`config.mk`:
```
export PLATFORM = sky130hd
export DESIGN_NAME = moving_average_inverse
export DESIGN_NICKNAME = d
export VERILOG_FILES = /design/src/rtl/ma_pkg.sv /design/src/rtl/ma_inv_history.sv /design/src/rtl/moving_average_inverse.sv
export SDC_FILE = /design/constraint.sdc
export NUM_CORES = 1
export LEC_CHECK = 0
export ABC_AREA = 1
export CAP_MARGIN = 20
export CORE_MARGIN = 2
export CORE_UTILIZATION = 40
export CTS_CLUSTER_DIAMETER = 100
export DETAILED_ROUTE_END_ITERATION = 8
export HOLD_SLACK_MARGIN = 0.02
export MAX_ROUTING_LAYER = met4
export PLACE_DENSITY = 0.67
export REMOVE_ABC_BUFFERS = 1
export SLEW_MARGIN = 40
export SYNTH_ARGS = -nofsm -noshare
export SYNTH_HDL_FRONTEND = slang
export SYNTH_SLANG_ARGS = --single-unit
```
`constraint.sdc`:
```
create_clock -name CLK -period 12.4 [get_ports CLK]
set_input_delay 1.86 -clock CLK [delete_from_list [all_inputs] [get_ports CLK]]
set_output_delay 1.86 -clock CLK [all_outputs]
set_load 0.01 [all_outputs]
```
`src/rtl/ma_pkg.sv`:
```
// Shared widths and bounds for the moving-average filter pair.
// Defaults (WL, LOG2N) plus helpers that derive N, depth, sum and pointer widths.
package ma_pkg;

    localparam int MA_WL    = 32;
    localparam int MA_LOG2N = 2;

    function automatic int ma_n(input int log2n);
        return 1 << log2n;
    endfunction

    function automatic int ma_depth(input int log2n);
        return (1 << log2n) - 1;
    endfunction

    function automatic int ma_sum_w(input int wl, input int log2n);
        return wl + log2n;
    endfunction

    function automatic int ma_ptr_w(input int depth);
        return (depth > 1) ? $clog2(depth) : 1;
    endfunction

    function automatic longint ma_sat_max(input int wl);
        return (64'sd1 <<< (wl - 1)) - 64'sd1;
    endfunction

    function automatic longint ma_sat_min(input int wl);
        return -(64'sd1 <<< (wl - 1));
    endfunction

endpackage

```
`src/rtl/ma_inv_history.sv`:
```
// Ring buffer of the last DEPTH reconstructed samples, with write pointer and fill count.
// Ports: clk, rst (sync high), clr, we, wdata -> old (entry about to be overwritten), primed.
module ma_inv_history
    import ma_pkg::*;
#(
    parameter int WL    = MA_WL,
    parameter int DEPTH = ma_depth(MA_LOG2N)
) (
    input  logic          clk,
    input  logic          rst,
    input  logic          clr,
    input  logic          we,
    input  logic [WL-1:0] wdata,
    output logic [WL-1:0] old,
    output logic          primed
);

    localparam int PTR_W = ma_ptr_w(DEPTH);
    localparam int CNT_W = $clog2(DEPTH + 1);

    logic [WL-1:0]    mem [DEPTH];
    logic [PTR_W-1:0] wptr;
    logic [CNT_W-1:0] cnt;

    function automatic logic [PTR_W-1:0] ptr_inc(input logic [PTR_W-1:0] p);
        return (p == PTR_W'(DEPTH - 1)) ? '0 : p + 1'b1;
    endfunction

    // A clear in the same cycle makes the history look empty to the datapath.
    assign old    = clr ? '0 : mem[wptr];
    assign primed = (cnt == CNT_W'(DEPTH));

    always_ff @(posedge clk) begin
        if (rst) begin
            for (int i = 0; i < DEPTH; i++) mem[i] <= '0;
            wptr <= '0;
            cnt  <= '0;
        end else if (we && clr) begin
            for (int i = 0; i < DEPTH; i++) mem[i] <= '0;
            mem[0] <= wdata;
            wptr   <= ptr_inc('0);
            cnt    <= CNT_W'(1);
        end else if (we) begin
            mem[wptr] <= wdata;
            wptr      <= ptr_inc(wptr);
            if (cnt != CNT_W'(DEPTH)) cnt <= cnt + 1'b1;
        end else if (clr) begin
            for (int i = 0; i < DEPTH; i++) mem[i] <= '0;
            wptr <= '0;
            cnt  <= '0;
        end
    end

endmodule

```
`src/rtl/moving_average_inverse.sv`:
```
// Inverse N-tap moving average: x = (y << LOG2N) - sum of the previous N-1 outputs.
// Ports: CLK, RST (sync high), EN, CLR, data_in -> data_out, valid_out, primed. Macro: MA_INV_SAT_EN.
module moving_average_inverse
    import ma_pkg::*;
#(
    parameter int WL    = MA_WL,
    parameter int LOG2N = MA_LOG2N
) (
    input  logic          CLK,
    input  logic          RST,
    input  logic          EN,
    input  logic          CLR,
    input  logic [WL-1:0] data_in,
    output logic [WL-1:0] data_out,
    output logic          valid_out,
    output logic          primed
);

    localparam int DEPTH = ma_depth(LOG2N);
    localparam int SUM_W = ma_sum_w(WL, LOG2N);
    localparam int XW    = SUM_W + 1;

    logic signed [SUM_W-1:0] s_q;
    logic signed [SUM_W-1:0] s_eff;
    logic signed [SUM_W-1:0] s_next;
    logic signed [XW-1:0]    p;
    logic signed [XW-1:0]    x_full;
    logic [WL-1:0]           x_red;
    logic [WL-1:0]           old;

    always_comb begin
        p      = {{(XW-WL){data_in[WL-1]}}, data_in} << LOG2N;
        s_eff  = CLR ? '0 : s_q;
        x_full = p - {s_eff[SUM_W-1], s_eff};
    end

`ifdef MA_INV_SAT_EN
    localparam logic signed [XW-1:0] X_MAX = XW'(ma_sat_max(WL));
    localparam logic signed [XW-1:0] X_MIN = XW'(ma_sat_min(WL));

    always_comb begin
        x_red = x_full[WL-1:0];
        if (x_full > X_MAX) x_red = X_MAX[WL-1:0];
        else if (x_full < X_MIN) x_red = X_MIN[WL-1:0];
    end
`else
    // Two's-complement wrap: the upper bits are simply dropped.
    logic unused_hi;
    assign unused_hi = ^x_full[XW-1:WL];
    assign x_red     = x_full[WL-1:0];
`endif

    // The sum tracks the history exactly: add the new entry, drop the evicted one.
    assign s_next = s_eff
                  + {{LOG2N{x_red[WL-1]}}, x_red}
                  - {{LOG2N{old[WL-1]}}, old};

    always_ff @(posedge CLK) begin
        if (RST) begin
            data_out  <= '0;
            valid_out <= 1'b0;
            s_q       <= '0;
        end else begin
            valid_out <= EN;
            if (EN) begin
                data_out <= x_red;
                s_q      <= s_next;
            end else if (CLR) begin
                s_q <= '0;
            end
        end
    end

    ma_inv_history #(
        .WL    (WL),
        .DEPTH (DEPTH)
    ) u_hist (
        .clk    (CLK),
        .rst    (RST),
        .clr    (CLR),
        .we     (EN),
        .wdata  (x_red),
        .old    (old),
        .primed (primed)
    );

endmodule

```
**After elaboration in Yosys (flattened, before gate mapping)**

Memories as Yosys holds them, arrays and structs flattened.
Index checks and enable logic that the tools add are counted.

- Bits in registers: 71
- Bits in writable memories: 96
- Input bits: 36
- Output and inout bits: 34
- Logic and storage cells: 66
- Memories: 1

Memories:

| name | words | bits a word | read ports | clocked after memory_dff | wr ports | RTL line | source |
|---|---|---|---|---|---|---|---|
| u_hist.mem | 3 | 32 | 1 | 0 | 3 | ma_inv_history.sv:21 | `logic [WL-1:0] mem [DEPTH];` |

- Add/sub/neg operators: 5
- Equality and inequality tests: 5
- Mux-type cells: 34
- Bitwise logic cells: 7
- Reduce and logical (&&, ||, !) cells: 7

Operators with widths:

| kind | count |
|---|---|
| 2-to-1 mux 32 bit | 9 |
| 2-to-1 mux 34 bit | 2 |
| adder 34 bit | 1 |
| subtractor 34 bit | 1 |
| OR reduction 32 bit | 1 |
| subtractor 32 bit | 1 |
| 2-to-1 mux 1 bit | 17 |
| 2-to-1 mux 2 bit | 6 |
| OR 1 bit | 7 |
| adder 2 x 1 -> 2 bit, second input constant | 2 |
| equality test 2 bit, second input constant | 2 |
| AND reduction 2 bit | 2 |
| inequality test 3 x 1 -> 1 bit, second input constant | 1 |
| nonzero test 3 bit | 1 |
| inequality test 2 x 1 -> 1 bit, second input constant | 1 |
| inequality test 2 bit, second input constant | 1 |
| nonzero test 2 bit | 1 |
| OR reduction 2 bit | 1 |
| logical AND 1 bit | 1 |

**Logic depth before layout (Yosys ltp)**

- Word-level depth: 8
- Gate-level depth with buffers: 30
- Mapped depth without buffers: 27

**By module**

From an unflattened synthesis, not the netlist that was laid out.

- Cells, all modules: 1657
- Area, all modules: 12932.4 um^2

Modules (own cells, without submodules):

| module | times used | cells each | area each (um^2) | seq. area each (um^2) |
|---|---|---|---|---|
| moving_average_inverse | 1 | 1062 | 7025.5 | 1301.2 |
| ma_inv_history | 1 | 595 | 5906.9 | 3923.8 |

**Least setup slack after synthesis**

Ideal clock, no wire load.

- Path kind: in2reg
- From: input CLR
- To: register s_q[30]
- Library setup time: 0.070 ns
- Arrival time: 6.227 ns
- Data required time: 12.330 ns
- Setup slack: 6.102 ns
- Stages on the path: 26
- Buffers on the path: 3
- Cell sequence: inv_4 > clkbuf_1 > buf_1 > buf_1 > nand2_1 > ha_1 > a21oi_1 > o21ai_0 > nand2_1 > nand2_1 > a31oi_1 > o21ai_0 > or2_2 > nand2_1 > inv_1 > fa_1 > ha_1 > nand2_1 > inv_1 > a21boi_0 > o21bai_1 > a21oi_1 > nand2_1 > nand2_1 > nand3_1 > a21oi_1

- Cells in the longest elaborated chain, start to end: 5
- Elaborated cells between the ends (all ways): 6
- Those cells by class: 3 x add/sub; 3 x mux

RTL lines:

| item | RTL line | source |
|---|---|---|
| from (decl) | moving_average_inverse.sv:12 | `input logic CLR,` |
| 2-to-1 mux 34 bit | - |  |
| subtractor 32 bit | moving_average_inverse.sv:34 | `x_full = p - {s_eff[SUM_W-1], s_eff};` |
| via u_hist.wdata[16] | ma_inv_history.sv:13 | `input logic [WL-1:0] wdata,` |
| adder 34 bit | moving_average_inverse.sv:55 | `+ {{LOG2N{x_red[WL-1]}}, x_red}` |
| subtractor 34 bit | moving_average_inverse.sv:56 | `- {{LOG2N{old[WL-1]}}, old};` |
| 2-to-1 mux 34 bit | moving_average_inverse.sv:65 | `if (EN) begin` |
| to (signal assigned) | moving_average_inverse.sv:67 | `s_q <= s_next;` |
| to (decl) | moving_average_inverse.sv:23 | `logic signed [SUM_W-1:0] s_q;` |

The timed path passes the listed nets, and every way through them passes these cells.
A chain may end at the register's enable or synchronous reset.

**Final worst setup path**

Same ends and word-level chain as after synthesis.

==> results.yml <==
clocking:
  cts_made_buffers: 17
  post_cts_buffers: 0
  cts.sinks: 197
  cts.root.buffer_cell: "clkbuf_16"
  hold_buffers: 0
  clk_path_buf_depth: 2
  cts_tree: "done"
  clock_latency_ns: 0.46
  htreeDepth: 4
  cts-resized-gates: 0
  clk_pin_slew_ns: 0.08
logic_synthesis:
  ys_async_sr_fraction: 0
  yosysMostFrequentCell: "nand2_1"
  yosys-top-cells-area: "edfxtp_1 31%, dfxtp_1 11%, nand2_1 8.4%, ha_1 6.3%, inv_1 6.2%"
  syn_area_sq_mm: 0.0122
  synth-seq-cells: 197
  ys_seq_area_frac: 0.427
  synth_area_leader_cell: "edfxtp_1"
  synth-edff-count: 128
  synth_warnings: 0
  synth_top_area_frac: 0.314
  syn_inst: 1483
  synthFlopType: "edfxtp_1"
  synth_area_per_cell_sq_um: 8.25
  synth_common_cells: "273 x nand2_1, 203 x inv_1, 187 x nor2_1"
  synth_cell_types: 52
setup_path:
  end_kind: "register"
  path_max_fanout: 61
  worstPathArrival_ns: 7.76
  critPathLaunchType: "primary input"
  worstSetupPathType: "in2reg"
  cp.required_ns: 12.79
power:
  leakage_nw: 5.97
  p_sw_frac: 0.476
  power_switching_mw: 1.58
  vdd_drop_max_mv: 0.140
  comb_power_share: 0.570
  p_per_area_mw_per_mm2: 236
  internal_power_mw: 1.74
  clockPowerShare: 0.177
  seq_power_share: 0.253
  fin_total_pwr_mw: 3.31
timing:
  max-slew-margin-rel: 0.437
  worst_pin_slew_ns: 0.842
  min_period_over_period: 0.595
  hold_violations: 0
  rsz0062_at_grt: "false"
  clock.fmax_ghz: 0.136
  report.final.slew_viol_count: 0
  setup_viol_count_final: 0
  finalClockSkew_ns: 0.0133
  fin_crit_ns: 7.37
  fin_tns_setup_ns: 0
layout:
  drive_above_1_share: 0.0553
  area_growth_pct: 14.6
  diodes: 0
  fillCellCount: 2989
  num-nets-final: 1670
  final_core_util: 0.462
floorplan:
  die_h_um: 179
  io_pins: 70
  start_util: 0.403
  die_w_um: 179
  rows: 64
  dieArea_sq_mm: 0.0320
  core_sq_mm: 0.0303
min_path:
  hold_class: "reg2reg"
flow_run:
  maxCapViolations: 0
run_status:
  outcome: "complete, no violations"
grt:
  grt_max_degree: 62
  grt_pass1_vias: 10100
  grt_overflow: 0
  grt_pass1_wl_um: 57000
  antenna_found_initial: 0
  grt_use_total: 0.244
route:
  drc_errors: 0
  drt_iter0_drc: 844
  vias: 10600
  antenna_left: 0
  detail_route.wl_per_cell_um: 19.0
  viasPerCell: 5.41
  first_pass_iters: 7
  wl_um: 37000
placement:
  numPortBuffers: 67
  gp_congestion: 0.953
  dp.final_hpwl_um: 26800
==> routing by layer <==
layer  part of all wire  vias up  global-route usage
met3              0.054       41              0.0286
met4              0.016        0              0.0664
met2               0.47      304               0.397
li1                   -     5112                   -
met1               0.46     5096               0.323
met5                  0        -                   -
==> final timing paths <==
kind              slack, ns      endpoint  cells after the start         start
setup / recovery       5.03       s_q[30]                     25           CLR
hold reg to reg        0.46  data_out[16]                      2  data_out[16]
hold / removal         0.46  data_out[16]                      2  data_out[16]
setup reg to reg       7.51       s_q[30]                     22        s_q[7]
==> worst max-delay path: stages <==
cell and delay, ns:
clkdlybuf4s50_1 0.40, buf_4 0.29, inv_4 0.56, nand2_1 0.23
ha_1 0.42, a21oi_1 0.25, o21ai_0 0.15, nand2_1 0.08
nand2_1 0.07, a31oi_1 0.45, o21ai_0 0.21, or2_2 0.32
nand2_1 0.12, inv_1 0.10, fa_1 0.47, ha_1 0.36
nand2_1 0.14, inv_1 0.05, a21boi_0 0.35, o21bai_1 0.18
a21oi_1 0.26, nand2_1 0.09, nand2_1 0.06, nand3_1 0.09
a21oi_1 0.15
==> cell type report <==
| class | count | area [sq um] | share of cell area |
|---|---|---|---|
| Clock inverter | 14 | 164 | 0.0117 |
| Clock buffer | 18 | 429 | 0.0306 |
| Multi-Input combinational cell | 1034 | 6090 | 0.434 |
| Sequential cell | 197 | 5230 | 0.373 |
| Inverter | 205 | 772 | 0.0551 |
| Timing Repair Buffer | 87 | 848 | 0.0605 |
| Tap cell | 396 | 495 | 0.0353 |
==> through the flow <==
step	setup slack, ns	cell area (sq um)	std cells	hold slack (ns)
6_report	5.03	14000	1951	0.457
5_1_grt	4.59	14000	1951	0.478
4_1_cts	5.18	14000	1951	0.459
3_5_place_dp	4.75	13400	1919	0.445
3_3_place_gp	4.66	13400	1917	0.438
2_1_floorplan	6.53	12100	1436	0.437
==> sequential cells by signal (all words and copies together) (netlist names) <==
signal	count
u_hist.mem	128
data_out	32
s_q	32
u_hist.cnt	2
u_hist.wptr	2
valid_out	1
==> power groups by stage <==
stage / Sequential (mW) / Combinational [mW] / Clock (mW)
after global routing: 0.846 / 2.14 / 0.615
after floorplan: 0.854 / 1.33 / 0
after detailed placement: 0.852 / 1.86 / 0
final: 0.839 / 1.89 / 0.585
after CTS: 0.838 / 1.88 / 0.590
after global placement: 0.849 / 1.84 / 0
==> cells in the final DEF, fill, tap and decap left out, types with 6 or more instances in the layout <==
| master | n |
|---|---|
| nand2_2 | 7 |
| edfxtp_1 | 128 |
| ha_1 | 62 |
| nand4_1 | 8 |
| o21ai_0 | 72 |
| nand3b_1 | 8 |
| o21bai_1 | 13 |
| buf_4 | 18 |
| a21oi_1 | 129 |
| dfxtp_1 | 69 |
| nand2_1 | 272 |
| nor3_1 | 12 |
| clkbuf_16 | 17 |
| a22oi_1 | 60 |
| fa_1 | 30 |
| clkdlybuf4s50_1 | 67 |
| nor2_1 | 185 |
| inv_1 | 203 |
| nand3_1 | 70 |
| xor2_1 | 17 |
| o21ai_1 | 11 |
| inv_8 | 6 |
| a21o_1 | 15 |
==> logic make-up after synthesis <==
family	count (synthesis)	synth area share
xor+xnor	27	0.0224
simple gates	578	0.195
fa+ha+maj	92	0.112
buf+inv	252	0.0777
flops	197	0.427
compound gates	337	0.165
No activity file was read; power rests on OpenSTA's default activity.
